### config.mk
export PLATFORM = sky130hd
export DESIGN_NAME = pipe_stage_chain
export DESIGN_NICKNAME = d
export VERILOG_FILES = /design/src/rtl/pipe_stage_chain_pkg.sv /design/src/rtl/pipe_stage_chain_cell.sv /design/src/rtl/pipe_stage_chain.sv
export SDC_FILE = /design/constraint.sdc
export NUM_CORES = 1
export LEC_CHECK = 0
export ABC_AREA = 1
export CAP_MARGIN = 20
export CORE_UTILIZATION = 44
export DETAILED_ROUTE_END_ITERATION = 10
export PLACE_DENSITY = 0.84
export RECOVER_POWER = 50
export SYNTH_ARGS = -nofsm -noshare
export SYNTH_HDL_FRONTEND = slang
export SYNTH_SLANG_ARGS = --single-unit
### constraint.sdc
create_clock -name clk -period 2.4 [get_ports clk]
set_input_delay 0.36 -clock clk [delete_from_list [all_inputs] [get_ports clk]]
set_output_delay 0.36 -clock clk [all_outputs]
set_load 0.005 [all_outputs]
### src/rtl/pipe_stage_chain_pkg.sv
`default_nettype none
// ============================================================================
// Module   : pipe_stage_chain_pkg
// Brief    : Stage indices, bubble constant and cell action decode for the chain.
// Revision : 1.0 - initial release
// ============================================================================
package pipe_stage_chain_pkg;

  localparam int STG_F = 0;
  localparam int STG_D = 1;
  localparam int STG_E = 2;
  localparam int STG_M = 3;
  localparam int STG_W = 4;

  localparam int   DEFAULT_WIDTH = 32;
  localparam logic BUBBLE_VALID  = 1'b0;

  typedef enum logic [1:0] {
    ACT_FLUSH  = 2'd0,
    ACT_KEEP   = 2'd1,
    ACT_BUBBLE = 2'd2,
    ACT_LOAD   = 2'd3
  } cell_act_e;

  function automatic cell_act_e sel_act(input logic flush, input logic keep,
                                        input logic bubble);
    if (flush)       return ACT_FLUSH;
    else if (keep)   return ACT_KEEP;
    else if (bubble) return ACT_BUBBLE;
    else             return ACT_LOAD;
  endfunction

endpackage
`default_nettype wire

### src/rtl/pipe_stage_chain_cell.sv
`default_nettype none
// ============================================================================
// Module   : pipe_stage_cell
// Brief    : One valid+payload pipeline register with flush > keep > bubble > load.
// Revision : 1.0 - initial release
// ============================================================================
module pipe_stage_cell
  import pipe_stage_chain_pkg::*;
#(
  parameter int WIDTH        = DEFAULT_WIDTH,
  parameter bit ZERO_BUBBLE  = 1'b1,
  parameter bit GATE_INVALID = 1'b0
) (
  input  logic             clk,
  input  logic             reset,
  input  logic             i_flush,
  input  logic             i_keep,
  input  logic             i_bubble,
  input  logic             i_valid,
  input  logic [WIDTH-1:0] i_data,
  output logic             o_valid,
  output logic [WIDTH-1:0] o_data,
  output logic             o_next_valid
);

  cell_act_e        w_act;
  logic             w_next_valid;
  logic [WIDTH-1:0] w_next_data;
  logic             r_valid;
  logic [WIDTH-1:0] r_data;

  always_comb begin
    w_act        = sel_act(i_flush, i_keep, i_bubble);
    w_next_valid = r_valid;
    w_next_data  = r_data;
    case (w_act)
      ACT_FLUSH, ACT_BUBBLE: begin
        w_next_valid = BUBBLE_VALID;
        if (ZERO_BUBBLE) w_next_data = '0;
      end
      ACT_KEEP: begin
        w_next_valid = r_valid;
      end
      ACT_LOAD: begin
        w_next_valid = i_valid;
        // The input stage only captures payload alongside a valid item.
        if (!GATE_INVALID || i_valid) w_next_data = i_data;
        else if (ZERO_BUBBLE)         w_next_data = '0;
      end
      default: begin
        w_next_valid = r_valid;
      end
    endcase
  end

  always_ff @(posedge clk) begin
    if (reset) begin
      r_valid <= 1'b0;
      r_data  <= '0;
    end else begin
      r_valid <= w_next_valid;
      r_data  <= w_next_data;
    end
  end

  assign o_valid      = r_valid;
  assign o_data       = r_data;
  assign o_next_valid = w_next_valid;

endmodule
`default_nettype wire

### src/rtl/pipe_stage_chain.sv
`default_nettype none
// ============================================================================
// Module   : pipe_stage_chain
// Brief    : DEPTH-stage hold/flush pipeline with occupancy and stall counter.
// Revision : 1.0 - initial release
// ============================================================================
module pipe_stage_chain
  import pipe_stage_chain_pkg::*;
#(
  parameter int WIDTH       = DEFAULT_WIDTH,
  parameter int DEPTH       = 4,
  parameter bit ZERO_BUBBLE = 1'b1,
  parameter int CNT_W       = 16
) (
  input  logic                         clk,
  input  logic                         reset,
  input  logic                         i_in_valid,
  input  logic [WIDTH-1:0]             i_in_data,
  input  logic [DEPTH-1:0]             i_hold,
  input  logic [DEPTH-1:0]             i_flush,
  output logic [DEPTH-1:0]             o_stage_valid,
  output logic [WIDTH*DEPTH-1:0]       o_stage_data,
  output logic                         o_out_valid,
  output logic [WIDTH-1:0]             o_out_data,
  output logic [$clog2(DEPTH+1)-1:0]   o_occupancy,
  output logic [CNT_W-1:0]             o_stall_cycles
);

  localparam int c_OCC_W = $clog2(DEPTH+1);

  logic [DEPTH-1:0]       w_eh;
  logic [DEPTH-1:0]       w_valid;
  logic [DEPTH-1:0]       w_next_valid;
  logic [WIDTH*DEPTH-1:0] w_data;
  logic [c_OCC_W-1:0]     w_occ_next;
  logic [c_OCC_W-1:0]     r_occupancy;
  logic [CNT_W-1:0]       r_stall_cycles;

  // A hold anywhere downstream freezes every stage above it.
  for (genvar i = 0; i < DEPTH; i++) begin : g_eh
    if (i == DEPTH-1) begin : g_eh_last
      assign w_eh[i] = i_hold[i];
    end else begin : g_eh_mid
      assign w_eh[i] = i_hold[i] | w_eh[i+1];
    end
  end

  for (genvar i = 0; i < DEPTH; i++) begin : g_stage
    if (i == 0) begin : g_first
      pipe_stage_cell #(
        .WIDTH        (WIDTH),
        .ZERO_BUBBLE  (ZERO_BUBBLE),
        .GATE_INVALID (1'b1)
      ) u_cell (
        .clk          (clk),
        .reset        (reset),
        .i_flush      (i_flush[i]),
        .i_keep       (w_eh[i]),
        .i_bubble     (1'b0),
        .i_valid      (i_in_valid),
        .i_data       (i_in_data),
        .o_valid      (w_valid[i]),
        .o_data       (w_data[i*WIDTH +: WIDTH]),
        .o_next_valid (w_next_valid[i])
      );
    end else begin : g_rest
      pipe_stage_cell #(
        .WIDTH        (WIDTH),
        .ZERO_BUBBLE  (ZERO_BUBBLE),
        .GATE_INVALID (1'b0)
      ) u_cell (
        .clk          (clk),
        .reset        (reset),
        .i_flush      (i_flush[i]),
        .i_keep       (w_eh[i]),
        .i_bubble     (w_eh[i-1]),
        .i_valid      (w_valid[i-1]),
        .i_data       (w_data[(i-1)*WIDTH +: WIDTH]),
        .o_valid      (w_valid[i]),
        .o_data       (w_data[i*WIDTH +: WIDTH]),
        .o_next_valid (w_next_valid[i])
      );
    end
  end

  always_comb begin
    w_occ_next = '0;
    for (int i = 0; i < DEPTH; i++) begin
      w_occ_next = w_occ_next + c_OCC_W'(w_next_valid[i]);
    end
  end

  always_ff @(posedge clk) begin
    if (reset) begin
      r_occupancy    <= '0;
      r_stall_cycles <= '0;
    end else begin
      r_occupancy <= w_occ_next;
      if (w_eh[0] && (r_stall_cycles != {CNT_W{1'b1}})) begin
        r_stall_cycles <= r_stall_cycles + 1'b1;
      end
    end
  end

  assign o_stage_valid  = w_valid;
  assign o_stage_data   = w_data;
  assign o_out_valid    = w_valid[DEPTH-1];
  assign o_out_data     = w_data[(DEPTH-1)*WIDTH +: WIDTH];
  assign o_occupancy    = r_occupancy;
  assign o_stall_cycles = r_stall_cycles;

endmodule
`default_nettype wire

== Word-level counts from Yosys, hierarchy flattened ==
Cells that the tools add are included.

* Flip-flop bits (word level): 151
* Bits of input ports: 43
* Output and inout bits: 184
* Logic and storage cells: 63

* $add $sub $neg: 4
* Equality and inequality tests: 13
* Multiplexer cells: 20
* Bitwise logic cells: 3
* Reduce and logical (&&, ||, !) cells: 13

{| class="wikitable"
|+ Operators with widths
! cell !! number
|-
| $pmux 32 s2 || 4
|-
| $mux 32 || 1
|-
| $add 16x1->16 const B || 1
|-
| $eq 2x2->1 const B || 8
|-
| $mux 2 || 8
|-
| $ne 16x16->1 const B || 1
|-
| $pmux 1 s3 || 4
|-
| $eq 2x1->1 const B || 4
|-
| $logic_not 2->1 || 4
|-
| $reduce_bool 2->1 || 4
|-
| $reduce_or 2->1 || 4
|-
| $add 2x1->3 || 1
|-
| $add 3x1->3 || 1
|-
| $mux 1 || 3
|-
| $or 1x1->1 || 3
|-
| $add 1x1->2 || 1
|-
| $logic_and 1x1->1 || 1
|}

== Depth between registers and ports, before layout ==
Gate-level depths: netlist of the first run.

* Word-level depth: 12
* Depth in mapped cells: 12
* Mapped depth without buffers: 11

== Hierarchy ==
A second synthesis of the first run with hierarchy kept.

* Cells, all modules: 825
* Area total of the unflattened synthesis: 6,804.0 µm²

{| class="wikitable"
|+ By module, submodules not included
! module !! times used !! cells an instance !! area each (µm²) !! sequential area each (µm²)
|-
| pipe_stage_cell at g_stage[1].g_rest.u_cell ... || 3 || 153 || 1,372.6 || 660.6
|-
| pipe_stage_chain || 1 || 215 || 1,422.6 || 380.4
|-
| pipe_stage_cell at g_stage[0].g_first.u_cell || 1 || 151 || 1,263.7 || 660.6
|}

== Least setup slack after synthesis of the first run ==
OpenSTA, ideal clock, no wires.

* Path type: input to register
* From: input port i_hold[3]
* To: register r_occupancy[1] (netlist: o_occupancy[1])
* Library setup time: 128 ps
* Arrival time: 2,099 ps
* Data required time: 2,272 ps
* Slack: 174 ps
* Stages: 12
* Buffers on the path: 1
* Path through: buf_4 > nor2_8 > nand2_1 > inv_2 > nor2_2 > a22oi_1 > inv_1 > fa_1 > ha_1 > ha_1 > inv_1 > nor2_1

* Word-level cells in the longest chain between the ends: 12
* Elaborated cells between the ends (all ways): 41
* Classes of those cells: add/sub: 3; eq/ne: 12; mux: 15; bitwise: 3; reduce/logical: 8

{| class="wikitable"
|+ Ends and longest elaborated chain
! what !! RTL line !! RTL
|-
| from (decl) || pipe_stage_chain.sv:19 || <nowiki>input logic [DEPTH-1:0] i_hold,</nowiki>
|-
| $or 1x1->1 (*) (2 in series) || pipe_stage_chain.sv:44 || <nowiki>assign w_eh[i] = i_hold[i] | w_eh[i+1];</nowiki>
|-
| $or 1x1->1 || pipe_stage_chain.sv:44 ||
|-
| $mux 1 || pipe_stage_chain_pkg.sv:29 || <nowiki>else if (bubble) return ACT_BUBBLE;</nowiki>
|-
| $mux 2 (*) || pipe_stage_chain_pkg.sv:28 || <nowiki>else if (keep) return ACT_KEEP;</nowiki>
|-
| $mux 2 (*) || pipe_stage_chain_pkg.sv:27 || <nowiki>if (flush) return ACT_FLUSH;</nowiki>
|-
| $eq 2x2->1 / $logic_not 2->1 (equally long branches) || pipe_stage_chain_cell.sv:36 || <nowiki>case (w_act)</nowiki>
|-
| $reduce_or 2->1 || pipe_stage_chain_cell.sv:36 ||
|-
| $pmux 1 s3 (*) || pipe_stage_chain_cell.sv:36 ||
|-
| via g_stage[1].g_rest.u_cell.o_next_valid || pipe_stage_chain_cell.sv:23 || <nowiki>output logic o_next_valid</nowiki>
|-
| $add 1x1->2 (*) || pipe_stage_chain.sv:89 || <nowiki>w_occ_next = w_occ_next + c_OCC_W'(w_next_valid[i]);</nowiki>
|-
| $add 2x1->3 (*) || pipe_stage_chain.sv:89 ||
|-
| $add 3x1->3 (*) || pipe_stage_chain.sv:89 ||
|-
| via w_occ_next[1] || pipe_stage_chain.sv:35 || <nowiki>logic [c_OCC_W-1:0] w_occ_next;</nowiki>
|-
| to (signal assigned) || pipe_stage_chain.sv:98 || <nowiki>r_occupancy <= w_occ_next;</nowiki>
|-
| to (decl) || pipe_stage_chain.sv:36 || <nowiki>logic [c_OCC_W-1:0] r_occupancy;</nowiki>
|}

Mark *: on every way through the listed nets, which the timed path passes. The rest lies on a longest branch.
A chain may end at the register's enable or synchronous reset.

== Worst setup path after layout of the first run ==
* From: input port i_hold[2]
* To: register r_occupancy[1] (netlist: o_occupancy[1])

Same word-level chain as after synthesis.

==> impl_metrics.toml, run 1 <==
[route]
wirelength_mm = 18.1
wl_met3_mm = 1.09
drc = 0
dr_total_vias = 6025
postRouteAntennaNets = 0
wl_met2_mm = 8.63
drtIter0Drc = 583
routed.top_layer = "met4"
dr.pass1.iters = 5
vias_per_cell = 5.34
wire_per_inst_um = 16.1
wl_met1_mm = 7.85

[setup_path]
r2r_cells = 10
cp_max_fo = 4
start_kind = "input pin"
ff2ff_setup_slack_ps = 540
reg2reg_from = "o_stall_cycles[1]$_SDFFE_PP0P_"
worst-path-stages = 12
criticalPathCategory = "in -> reg"
critPathCaptureType = "flip-flop"
path_cells = "clkdlybuf4s50_1, nor2_8, nand2_1, inv_2, nor2_1, a22oi_2, inv_1, fa_1, ha_1, ha_1, inv_1, nor2_1"
cp_slowest_cell = "clkdlybuf4s50_1"
worstPathArrival_ps = 2540
critPathBufInv = 4
regToRegEndpoint = "o_stall_cycles[13]$_SDFFE_PP0P_"
cp.required_ps = 2690
crit_family = "adder cells"
slowest_delay_ps = 500
endpoint = "o_occupancy[1]$_SDFF_PP0_"
startpoint = "i_hold[2]"

[timing]
slew_violations = 0
skew_ps = 6.10
fmax_ghz = 0.443
relSlewSlack = 0.0836
worst_slew_pin_slew_ps = 1370
period_share = 0.940
finalSetupViolCount = 0
layout_min_cycle_time_ps = 2260
grt_setup_unrepaired = "false"
hold_violations = 0

[logic_synthesis]
synth_top_area_frac = 0.494
synth_edf_count = 0
synth_area_leader_cell = "dfxtp_1"
syn_inst = 770
synthTopCellsByArea = "dfxtp_1, nand3_1, a21oi_1, nand2_1, nor2_1"
synthFlopType = "dfxtp_1"
post-synth-top-count-cell = "dfxtp_1"
ys_top_cells_by_count = "dfxtp_1, nand3_1, nand2_1"
syn-num-nets = 817
yosysWarnings = 0
synth_cell_type_count = 24
syn_avg_cell_area_um2 = 7.94
seq_area_frac_synth = 0.494
ys_async_sr_fraction = 0
synth_area_mm2 = 0.00611
ys_seq_elements = 151

[min_path]
hp-class = "in -> reg"
whs_path_depth = 2

[cts]
cts_tree = "built"
clock_path_buffers = 2
clock-sinks = 151
cts_buffers = 17
cts_root_buffer = "clkbuf_16"
htree_levels = 4
insertion_delay_ps = 420
path_clk_slew_ps = 60

[floorplan]
fp-row-count = 42
die-area_mm2 = 0.0144
die_x_um = 120
start_util = 0.456
coreArea_mm2 = 0.0134
num_io_pins = 227
die-height_um = 120

[global_routing]
grt_pass1_wl_mm = 28.4
grt_use_total = 0.252
antenna_found_initial = 0
grt_pass1_vias = 5479
overflow = 0
grt_start_max_net_pins = 109

[finish]
nFillCells = 1122
design_area_mm2 = 0.00879
utilization = 0.656
stdcell_count = 1129
n_antenna_cell = 0
finalNetCount = 987
drive_gt1_frac = 0.0588
syn2layout_area_growth_pct = 43.7

[power_and_ir_drop]
power_frac_seq = 0.454
power_frac_comb = 0.053
switching_power_w = 0.00121
power.density_mw_per_mm2 = 635
clkPwrFrac = 0.493
vdd_drop_max_mv = 0.420
leakage_nw = 3.20
internal_power_w = 0.00436
switching_share = 0.218

[flow_run]
drv_cap = 0

[outcome]
status = "complete, no violations"

[placed_design]
dp_cells = 1097
hpwl_mm = 12.5
io_buffer_count = 226
place.gp.congestion = 0.894
place_area_mm2 = 0.00820
## cell usage in the layout (no fill, tap or decap), drive strengths merged
master | synthesis | layout
xnor2 | 3 | 3
o22ai | 2 | 2
a21oi | 104 | 104
clkinv | 0 | 6
dfxtp | 151 | 151
nand3 | 140 | 140
nand2 | 111 | 111
nand3b | 1 | 1
ha | 3 | 3
clkinvlp | 0 | 3
buf | 62 | 13
a22oi | 33 | 33
clkdlybuf4s50 | 0 | 171
clkbuf | 31 | 24
nand4 | 1 | 1
o21ai | 9 | 9
inv | 29 | 30
fa | 1 | 1
dlygate4sd3 | 0 | 54
xor2 | 3 | 3
nor2 | 86 | 86
bufinv | 0 | 4
## worst min-delay path by stage
stage | from | endpoint
after CTS | reset | g_stage[1].g_rest.u_cell.o_data[23]$_SDFFE_PP0P_
after global routing | reset | g_stage[1].g_rest.u_cell.o_data[24]$_SDFFE_PP0P_
after global placement | g_stage[0].g_first.u_cell.o_data[20]$_SDFFE_PP0P_ | g_stage[0].g_first.u_cell.o_data[20]$_SDFFE_PP0P_
final | reset | g_stage[1].g_rest.u_cell.o_data[23]$_SDFFE_PP0P_
after floorplan | g_stage[0].g_first.u_cell.o_data[0]$_SDFFE_PP0P_ | g_stage[0].g_first.u_cell.o_data[0]$_SDFFE_PP0P_
after detailed placement | g_stage[0].g_first.u_cell.o_data[20]$_SDFFE_PP0P_ | g_stage[0].g_first.u_cell.o_data[20]$_SDFFE_PP0P_
## timing repair
| item | CTS | global route |
|---|---|---|
| hold buffers | 0 | 0 |
| setup buffers | 0 | 0 |
| setup endpoints to repair | 0 | 1 |
| resized for setup | 0 | 1 |
## metrics by stage
stage / total power, W / setup WS, ps / hold WS, ps / setup TNS [ps]
2_1_floorplan: 0.00274 / 174 / 468 / 0
3_3_place_gp: 0.00288 / -238 / 464 / -423
3_5_place_dp: 0.00289 / -301 / 465 / -624
4_1_cts: 0.00562 / 130 / 320 / 0
5_1_grt: 0.00575 / 20.3 / 332 / 0
6_report: 0.00558 / 143 / 332 / 0
## power by group through the flow
stage	registers [W]	clock network, W	logic, W
floorplan	0.00259	0	0.000158
global placement	0.00259	0	0.000294
detailed placement	0.00259	0	0.000297
CTS	0.00253	0.00278	0.000299
global route	0.00253	0.00290	0.000320
finish	0.00253	0.00275	0.000295
## layer usage
metal  GRT usage  vias up
met5           0        -
met4       0.115        0
met3      0.0542       43
met2       0.399      249
met1       0.330     2835
li1            -     2898
## logic make-up after synthesis
kind of cell	after synthesis	share of synthesized area
AO/OA/AOI/OAI	148	0.135
XOR/XNOR	6	0.00860
flip-flops	151	0.494
buffers and inverters	122	0.107
AND/OR/NAND/NOR	339	0.246
adder cells (fa/ha/maj)	4	0.00941
## final cells by class
type,count,area (um^2),area share
timing repair buffer,244,2390,0.272
multi-input combinational,497,2430,0.277
tap,176,220,0.0251
sequential,151,3020,0.344
inverter,29,109,0.0124
clock buffer,18,429,0.0488
clock inverter,14,181,0.0206
## registers in the layout, indices dropped and copies added, names as in the netlist
signal,cells
g_stage.g_rest.u_cell.o_data,96
o_occupancy,3
o_stall_cycles,16
g_stage.g_rest.u_cell.o_valid,3
g_stage.g_first.u_cell.o_valid,1
g_stage.g_first.u_cell.o_data,32
Power figures use the tool's default switching activity.
==> run 2, diff against run 1 <==
- CORE_MARGIN: unset -> 2
==> impl_metrics.toml, run 2 (synthesis results as in run 1) <==
[setup_path]
path_cells = "clkdlybuf4s50_1, nor2_8, nand2_1, inv_2, nor2_2, a22oi_1, inv_1, fa_1, ha_1, ha_1, inv_1, nor2_1"
regToRegEndpoint = "o_occupancy[1]$_SDFF_PP0_"
ff2ff_setup_slack_ps = 490
start_kind = "input pin"
cp_max_fo = 4
slowest_delay_ps = 500
critPathCaptureType = "flip-flop"
cp.required_ps = 2680
startpoint = "i_hold[2]"
worst-path-stages = 12
critPathBufInv = 4
endpoint = "o_occupancy[1]$_SDFF_PP0_"
worstPathArrival_ps = 2590
r2r_cells = 7
cp_slowest_cell = "clkdlybuf4s50_1"
crit_family = "adder cells"
reg2reg_from = "g_stage[3].g_rest.u_cell.o_valid$_SDFF_PP0_"
criticalPathCategory = "in -> reg"

[cts]
holdBufCountCts = 0
cts_setup_buffers = 0
cts_root_buffer = "clkbuf_16"
clock-sinks = 151
cts_buffers = 17
cts_tree = "built"
insertion_delay_ps = 420
path_clk_slew_ps = 60
cts_resized = 0
clock_path_buffers = 2
htree_levels = 4

[finish]
design_area_mm2 = 0.00880
n_antenna_cell = 0
finalNetCount = 986
stdcell_count = 1132
largest_register_ff_count = 96
utilization = 0.641
drive_gt1_frac = 0.0567
syn2layout_area_growth_pct = 43.9
final_cell_mix = "clkdlybuf4s50_1, dfxtp_1, nand3_1, nand2_1, a21oi_1"
final_common_cell = "clkdlybuf4s50_1"

[power_and_ir_drop]
switching_share = 0.216
clkPwrFrac = 0.500
power.density_mw_per_mm2 = 643
power_frac_seq = 0.448
leakage_nw = 3.23
power_frac_comb = 0.052
vdd_drop_max_mv = 0.400
internal_power_w = 0.00443
switching_power_w = 0.00122

[placed_design]
io_buffer_count = 226
dp_cells = 1100
place_area_mm2 = 0.00820
dp_slack_ps = -294
place.gp.congestion = 0.919
hpwl_mm = 12.7

[route]
postRouteAntennaNets = 0
drtIter0Drc = 596
vias_per_cell = 5.34
dr_total_vias = 6045
dr.pass1.iters = 5
wirelength_mm = 18.3
wire_per_inst_um = 16.1
drc = 0

[floorplan]
die-area_mm2 = 0.0149
die_x_um = 122
num_io_pins = 227
coreArea_mm2 = 0.0137
start_util = 0.446
die-height_um = 122
fp-row-count = 43

[global_routing]
busiest_layer = "met2"
use_met3 = 0.0520
use_met1 = 0.315
use_met2 = 0.388
grt_start_max_net_pins = 118
antenna_found_initial = 0
grt_use_total = 0.244
grt_pass1_wl_mm = 28.5
grt_pass1_vias = 5549
overflow = 0

[min_path]
hp-class = "in -> reg"

[timing]
period_share = 0.962
skew_ps = 10.2
relSlewSlack = 0.288
layout_min_cycle_time_ps = 2310
grt_setup_unrepaired = "false"
worst_slew_pin_slew_ps = 1070
final.setup.worst_slack_ps = 91.4
fmax_ghz = 0.433
slew_violations = 0
hold_violations = 0
finalSetupViolCount = 0
whs_ps = 298

[flow_run]
drv_cap = 0

[outcome]
status = "complete, no violations"
-- run 2: metal layers --
layer,wire [um],vias to the layer above
met5,0,-
met4,631,0
met3,1210,41
met2,8610,274
met1,7820,2827
li1,-,2903
-- run 2: final cells by class --
type	count	area, um^2
Sequential cell	151	3020
Timing Repair Buffer	243	2390
Multi-Input combinational cell	497	2420
Tap cell	180	225
Inverter	29	109
Clock buffer	21	460
Clock inverter	11	171
Fill cell	1152	4920
-- run 2: power groups by stage --
stage | clock network (W) | logic, W | registers [W]
detailed placement | 0 | 0.000294 | 0.00259
global placement | 0 | 0.000293 | 0.00259
floorplan | 0 | 0.000158 | 0.00259
global route | 0.00299 | 0.000319 | 0.00254
CTS | 0.00287 | 0.000297 | 0.00253
finish | 0.00283 | 0.000294 | 0.00253
-- run 2: worst min path at each step --
| stage | slack, ps | depth (start not counted) | startpoint | end |
|---|---|---|---|---|
| finish | 300 | 2 | reset | o_stall_cycles[3]$_SDFFE_PP0P_ |
| global route | 290 | 2 | reset | g_stage[1].g_rest.u_cell.o_data[23]$_SDFFE_PP0P_ |
| CTS | 280 | 2 | reset | g_stage[1].g_rest.u_cell.o_data[23]$_SDFFE_PP0P_ |
| detailed placement | 470 | 2 | g_stage[0].g_first.u_cell.o_data[17]$_SDFFE_PP0P_ | g_stage[0].g_first.u_cell.o_data[17]$_SDFFE_PP0P_ |
| global placement | 460 | 2 | g_stage[0].g_first.u_cell.o_data[17]$_SDFFE_PP0P_ | g_stage[0].g_first.u_cell.o_data[17]$_SDFFE_PP0P_ |
| floorplan | 470 | 2 | g_stage[0].g_first.u_cell.o_data[0]$_SDFFE_PP0P_ | g_stage[0].g_first.u_cell.o_data[0]$_SDFFE_PP0P_ |
-- run 2: worst register-to-register path, delay by kind of cell, from the launching register on --
kind / cells / cell delay [ps]
adder cells (fa/ha/maj): 3 / 960
AND/OR/NAND/NOR: 1 / 40
AO/OA/AOI/OAI: 1 / 270
flip-flops: 1 / 390
buffers and inverters: 2 / 120
-- run 2: metrics by stage --
step                power (W)  setup TNS, ps
finish                0.00566              0
floorplan             0.00274              0
global route          0.00584              0
CTS                   0.00570              0
global placement      0.00288           -396
detailed placement    0.00288           -586
